### src/rtl/sisc_pkg.sv
// Shared SISC definitions: fetch sequencer state encoding and default fetch geometry.
package sisc_pkg;

    localparam int unsigned SISC_ADDR_W   = 16;
    localparam int unsigned SISC_RESET_PC = 0;

    typedef enum logic [1:0] {
        ST_IDLE  = 2'd0,
        ST_FETCH = 2'd1,
        ST_ISSUE = 2'd2,
        ST_HALT  = 2'd3
    } fetch_state_t;

endpackage

### src/rtl/fetch_watchdog.sv
// Ack watchdog for the fetch sequencer: counts cycles spent in FETCH and flags the
// last permitted cycle. Only instantiated when FETCH_TIMEOUT_EN is defined.
module fetch_watchdog #(
    parameter int unsigned TIMEOUT = 64
) (
    input  logic clk,
    input  logic rst,
    input  logic i_run,
    output logic o_expire
);

    localparam int unsigned CNT_W = $clog2(TIMEOUT + 1);

    logic [CNT_W-1:0] r_cnt;

    // Holding at zero outside FETCH makes every entry into FETCH start a fresh count.
    always_ff @(posedge clk or posedge rst) begin
        if (rst) begin
            r_cnt <= '0;
        end else if (i_run) begin
            r_cnt <= r_cnt + CNT_W'(1);
        end else begin
            r_cnt <= '0;
        end
    end

    assign o_expire = i_run && (r_cnt == CNT_W'(TIMEOUT - 1));

endmodule

### src/rtl/fetch_ctrl.sv
// SISC instruction-fetch sequencer: PC, imem request/ack, IR load strobe, decode handshake.
// Optional ack watchdog enabled by defining FETCH_TIMEOUT_EN.
module fetch_ctrl
    import sisc_pkg::*;
#(
    parameter int unsigned ADDR_W   = SISC_ADDR_W,
    parameter int unsigned RESET_PC = SISC_RESET_PC,
    parameter int unsigned TIMEOUT  = 64
) (
    input  logic              clk,
    input  logic              rst,
    output logic              imem_req,
    output logic [ADDR_W-1:0] imem_addr,
    input  logic              imem_ack,
    output logic              ir_load,
    output logic              instr_valid,
    input  logic              dec_ready,
    input  logic              br_taken,
    input  logic [ADDR_W-1:0] br_addr,
    input  logic              halt,
    output logic [ADDR_W-1:0] pc,
    output logic [31:0]       issue_cnt,
    output logic              fetch_err
);

    fetch_state_t      r_state;
    fetch_state_t      w_state_nxt;
    logic [ADDR_W-1:0] r_pc;
    logic [31:0]       r_issue_cnt;
    logic              w_in_fetch;
    logic              w_issue;
    logic              w_expire;

    assign w_in_fetch = (r_state == ST_FETCH);

    always_ff @(posedge clk or posedge rst) begin
        if (rst) begin
            r_state <= ST_IDLE;
        end else begin
            r_state <= w_state_nxt;
        end
    end

    always_comb begin
        w_state_nxt = r_state;
        w_issue     = 1'b0;
        case (r_state)
            ST_IDLE: begin
                w_state_nxt = halt ? ST_HALT : ST_FETCH;
            end
            ST_FETCH: begin
                // An ack arriving on the expiry cycle takes priority over the watchdog.
                if (imem_ack) begin
                    w_state_nxt = ST_ISSUE;
                end else if (w_expire) begin
                    w_state_nxt = ST_HALT;
                end
            end
            ST_ISSUE: begin
                if (dec_ready) begin
                    w_issue     = 1'b1;
                    w_state_nxt = halt ? ST_HALT : ST_FETCH;
                end
            end
            ST_HALT: begin
                w_state_nxt = ST_HALT;
            end
            default: begin
                w_state_nxt = ST_IDLE;
            end
        endcase
    end

    always_ff @(posedge clk or posedge rst) begin
        if (rst) begin
            r_pc        <= ADDR_W'(RESET_PC);
            r_issue_cnt <= '0;
        end else if (w_issue) begin
            r_pc        <= br_taken ? br_addr : r_pc + ADDR_W'(1);
            r_issue_cnt <= r_issue_cnt + 32'd1;
        end
    end

`ifdef FETCH_TIMEOUT_EN
    logic r_fetch_err;

    fetch_watchdog #(
        .TIMEOUT(TIMEOUT)
    ) u_watchdog (
        .clk     (clk),
        .rst     (rst),
        .i_run   (w_in_fetch),
        .o_expire(w_expire)
    );

    always_ff @(posedge clk or posedge rst) begin
        if (rst) begin
            r_fetch_err <= 1'b0;
        end else if (w_expire && !imem_ack) begin
            r_fetch_err <= 1'b1;
        end
    end

    assign fetch_err = r_fetch_err;
`else
    assign w_expire  = 1'b0 & (|TIMEOUT);
    assign fetch_err = 1'b0;
`endif

    assign imem_req    = w_in_fetch;
    assign imem_addr   = r_pc;
    assign ir_load     = w_in_fetch && imem_ack;
    assign instr_valid = (r_state == ST_ISSUE);
    assign pc          = r_pc;
    assign issue_cnt   = r_issue_cnt;

endmodule

### config.mk
export PLATFORM = sky130hd
export DESIGN_NAME = fetch_ctrl
export DESIGN_NICKNAME = d
export VERILOG_FILES = /design/src/rtl/sisc_pkg.sv /design/src/rtl/fetch_watchdog.sv /design/src/rtl/fetch_ctrl.sv
export SDC_FILE = /design/constraint.sdc
export NUM_CORES = 1
export LEC_CHECK = 0
export BUFFER_PORTS_ARGS = -buffer_cell sky130_fd_sc_hd__buf_2
export CAP_MARGIN = 20
export CORE_MARGIN = 10
export CORE_UTILIZATION = 50
export DETAILED_ROUTE_END_ITERATION = 10
export PLACE_DENSITY = 0.85
export SYNTH_ARGS = -nofsm -noshare
export SYNTH_HDL_FRONTEND = slang
export SYNTH_SLANG_ARGS = --single-unit
### constraint.sdc
create_clock -name clk -period 4.4 [get_ports clk]
set_input_delay 0.44 -clock clk [delete_from_list [all_inputs] [get_ports clk]]
set_output_delay 0.44 -clock clk [all_outputs]
set_load 0.005 [all_outputs]
After elaboration in Yosys (flattened, before gate mapping)
Cells that the tools add are included.
W data, S select, Z words.

storage, ports and cells
  bits in registers = 50
  input bits = 22
  logic and storage cells = 20

cells by class
  add/sub/neg operators = 2
  equal/unequal tests = 5
  mux-type cells = 7
  reduce and logical (&&, ||, !) cells = 3

operator list
  kind                     number
  $add A32 B1 Y32 const B  1
  $add A16 B1 Y16 const B  1
  $mux W16                 1
  $pmux W2 S4              1
  $mux W2                  3
  $eq A2 B2 Y1 const B     2
  $eq A2 B1 Y1 const B     1
  $logic_not A2 Y1         1
  $mux W1                  2
  $ne A2 B1 Y1 const B     1
  $ne A2 B2 Y1 const B     1
  $reduce_and A2 Y1        1
  $logic_and A1 B1 Y1      1

Depth between registers and ports, before layout
  word-level depth = 3
  gate-level depth with buffers = 6

Least setup slack after synthesis
No wires, ideal clock.

  kind = register -> register
  start = register r_pc[3] (netlist: imem_addr[3])
  end = register r_pc[8] (netlist: imem_addr[8])
  setup time = 0.128 ns
  data arrival time = 1.555 ns
  slack = 2.718 ns
  stages on the path, launching flop included = 6
  path buffers = 1
  cell sequence = dfrtp_1 > clkbuf_1 > nand4_1 > or4_1 > a21oi_1 > nor3_1

between the ends
  longest elaborated chain between the ends = 2

RTL lines
  item                    RTL line          RTL
  start, declared         fetch_ctrl.sv:28  logic [ADDR_W-1:0] r_pc;
  start signal, assigned  fetch_ctrl.sv:76  r_pc <= ADDR_W'(RESET_PC);
  start signal, assigned  fetch_ctrl.sv:79  r_pc <= br_taken ? br_addr : r_pc + ADDR_W'(1);
  $add A16 B1 Y16         fetch_ctrl.sv:79
  $mux W16                fetch_ctrl.sv:79

No other way between the ends.
A chain may end at the register's enable or synchronous reset.

Worst setup path in the final report
  start = register r_state[0]
  end = register r_issue_cnt[30] (netlist: issue_cnt[30])

between the ends
  longest elaborated chain between the ends = 2

RTL lines
  item                    RTL line          RTL
  start, declared         fetch_ctrl.sv:26  fetch_state_t r_state;
  start signal, assigned  fetch_ctrl.sv:40  r_state <= w_state_nxt;
  $eq A2 B2 Y1            fetch_ctrl.sv:47  case (r_state)
  $mux W1                 fetch_ctrl.sv:47
  end signal, assigned    fetch_ctrl.sv:80  r_issue_cnt <= r_issue_cnt + 32'd1;
  end, declared           fetch_ctrl.sv:29  logic [31:0] r_issue_cnt;

No other way between the ends.

==> metrics.md <==
| Metric | Value |
|---|---|
| Total track usage | `15.5%` |
| Status | `complete, no violations` |
| Kind of critical path | `register to register` |
| Die ar. | `9010 um^2` |
| ANT cells | `0` |
| Largest family of logic cells by synthesized area | `simple AND/OR/NAND/NOR gates` |
| Vias in the first global route | `2353` |
| Critical Path AT | `2.25 ns` |
| Post-route ant nets | `0` |
| I/O Buffers | `88` |
| Die Y | `94.9 um` |
| Final core utilization | `59.8%` |
| Chip Width | `94.9 um` |
| Clock net sink count | `50` |
| Commonest non-fill, non-tap cell in the layout | `buf_2` |
| CTS Root Cell | `clkbuf_8` |
| CP max FO | `15` |
| Fin crit share | `45.8%` |
| Fmax | `497 MHz` |
| Core area | `5470 um^2` |
| Mapped Nets | `314` |
| Post-CTS resize count | `0` |
| Top Ports | `90` |
| First-pass GRT wire length | `11.5 mm` |
| Final WL | `6.98 mm` |
| Worst VDD drop | `0.130 mV` |
| Simple-gate area share of the yosys netlist | `26.2%` |
| Setup Buffers After CTS | `0` |
| Most used routing layer in global routing | `met2` |
| Finish-stage setup viols | `0` |
| Synth cell types | `47` |
| Largest net degree at the start of global routing | `51` |
| Drt via density | `5.55` |
| GR Util met1 | `19.2%` |
| Layout Cells excl Fill | `431` |
| CTS tree | `built` |
| Cell leakage power | `1.61 nW` |
| Fin nets | `382` |
| Cts bufs inserted | `5` |
| Layout cell share with drive strength beyond 1 | `30.4%` |
| Required time worst endpoint | `4.64 ns` |
| CTS H-Tree Depth | `2` |
| Hold slack | `0.0268 ns` |
| Xor/xnor share of the synthesized area | `9.67%` |
| Worst-Margin Slew | `0.862 ns` |
| Clk Latency, worst-skew pair | `0.31 ns` |
| Post-Synth Adder-Cell Area | `0.892%` |
| Setup crit end kind | `register` |
| Starting Density | `51.3%` |
| Post-synth design cell area | `2810 um^2` |
| Post-synthesis mux area share | `1.07%` |
| Hold Vio Cnt, Final | `0` |
| Drt drc | `0` |
| Antenna violations before repair | `0` |
| Clock Path Buffers | `2` |
| Yosys warnings | `0` |
| Global-route track usage on met3 | `3.97%` |
| Mean routed wirelength per cell | `16.2 um` |
| RSZ-0062 raised after global routing | `no` |
| Slew headroom | `42.0%` |
| Clock transition at path regs | `0.09 ns` |
| Fin. max-slew vios | `0` |
| Setup TNS Final | `0 ns` |
| CTS Hold Bufs | `0` |
| Slowest CP cell | `and3b_1` |
| Iter 0 DRT Violations | `162` |
| Max-Cap Viols | `0` |
| Clk_skew | `0.0129 ns` |
| Crit path cell chain | `and3b_1, nand4_4, nor4b_2, xor2_1` |
| M2 GR Usage | `25.6%` |
| Commonest non-fill, non-tap cells in the layout | `buf_2 (88), dfrtp_1 (50), nand2_1 (23)` |
| Synthesized area per cell | `9.68 um^2` |
| Mapped Cells | `290` |
| Hpwl dp | `5.12 mm` |
| Placed Instances | `422` |
| GRT Residual Overflow | `0` |
| Row count | `27` |
| Min Tclk post-route | `2.01 ns` |
| Placer Congestion | `0.820` |
| DRT Pass-1 Iters | `4` |
| Startpoint types | `register` |
| Layout area overhead | `16.7%` |
| Yosys reg bits | `50` |
| Compound-Gate Fraction of Synth Area | `9.09%` |
| Vias | `2390` |
| Worst path max stage delay | `0.62 ns` |
| Hold Path Class | `primary input to async pin` |
| Pwr Density | `284 nW/um^2` |
| Register area share after synthesis | `44.6%` |
## synth_stat cells (all sizes together)
master   number  share of area, %
dfrtp        50                45
buf          24               6.1
nand2        23               3.1
xnor2        20               6.2
nand4        19               5.8
nor2         17               2.3
nand3        15               2.7
nor4         15               4.5
a21oi        12               2.1
inv          12               1.6
nor3         12               2.1
xor2         11               3.4
o21ai         9               1.6
clkbuf        5              0.67
and3          4              0.89
nor2b         4              0.89
a31oi         3              0.67
mux2i         3               1.1
nor4b         3               1.4
o2bb2ai       3              0.94
a211oi        2              0.53
and2          2              0.45
ha            2              0.89
o211ai        2              0.53
o311ai        2              0.62
a211o         1              0.31
a22oi         1              0.27
a311o         1              0.36
a32oi         1              0.31
and3b         1              0.31
and4          1              0.31
conb          1              0.13
nand2b        1              0.22
nand3b        1              0.27
nor3b         1              0.27
o21a          1              0.27
o22a          1              0.31
o22ai         1              0.22
or2           1              0.22
or3           1              0.22
or4           1              0.27
## cell type report
class / count / area, um^2
Clock inverter: 2 / 17.5
Tap cell: 72 / 90.1
Multi-Input combinational cell: 199 / 1320
Fill cell: 487 / 2200
Inverter: 12 / 45.0
Sequential cell: 50 / 1250
Timing Repair Buffer: 90 / 468
Clock buffer: 6 / 82.6
## metal layers
layer,vias up,share of wire [%]
li1,1165,-
met1,1143,41
met2,72,49
met3,10,7.4
met4,0,1.6
met5,-,0
## worst max-delay path: cells and delay by family, from the launching register on
kind	cells	cell delay, ns
xor gates and xnor gates	1	0.16
DFF	1	0.42
and+or+nand+nor	3	1.37
## per-stage QoR
step / power, mW / cell area, um^2 / worst slack, ns
final: 0.929 / 3270 / 2.39
after global routing: 0.978 / 3270 / 2.23
after CTS: 0.936 / 3250 / 2.38
after detailed placement: 0.652 / 3150 / 2.29
after global placement: 0.648 / 3150 / 2.38
after floorplan: 0.608 / 2810 / 2.72
## final timing paths
check / from / endpoint / slack [ns] / cells past startpoint
min in group clk: imem_ack / r_state[1] / 0.37 / 3
worst min-delay path: rst / imem_addr[5] / 0.03 / 2
worst max-delay path: r_state[0] / issue_cnt[30] / 2.39 / 4
max in group asynchronous: rst / issue_cnt[1] / 3.90 / 3
worst min register to register: issue_cnt[31] / issue_cnt[31] / 0.49 / 1
worst max register to register: r_state[0] / issue_cnt[30] / 2.39 / 4
## state kept, by name, indices dropped and copies added (netlist names)
name       count
imem_addr     16
r_state        2
issue_cnt     32
## logic make-up (layout without fill, tap and decap cells)
family / count (synthesis) / after routing
AO/OA/AOI/OAI: 40 / 40
XOR/XNOR: 31 / 31
adder cells (fa/ha/maj): 2 / 2
buffers and inverters: 41 / 110
flip-flops: 50 / 50
multiplexers: 3 / 3
other: 1 / 1
AND/OR/NAND/NOR: 122 / 122
## power breakdown
part           switching [mW]  internal, mW  leakage (nW)
logic                  0.0614        0.0609         0.918
registers              0.0366         0.483         0.636
clock network           0.157         0.130        0.0514
total                   0.255         0.674          1.61
(Power assumes the default switching activity.)
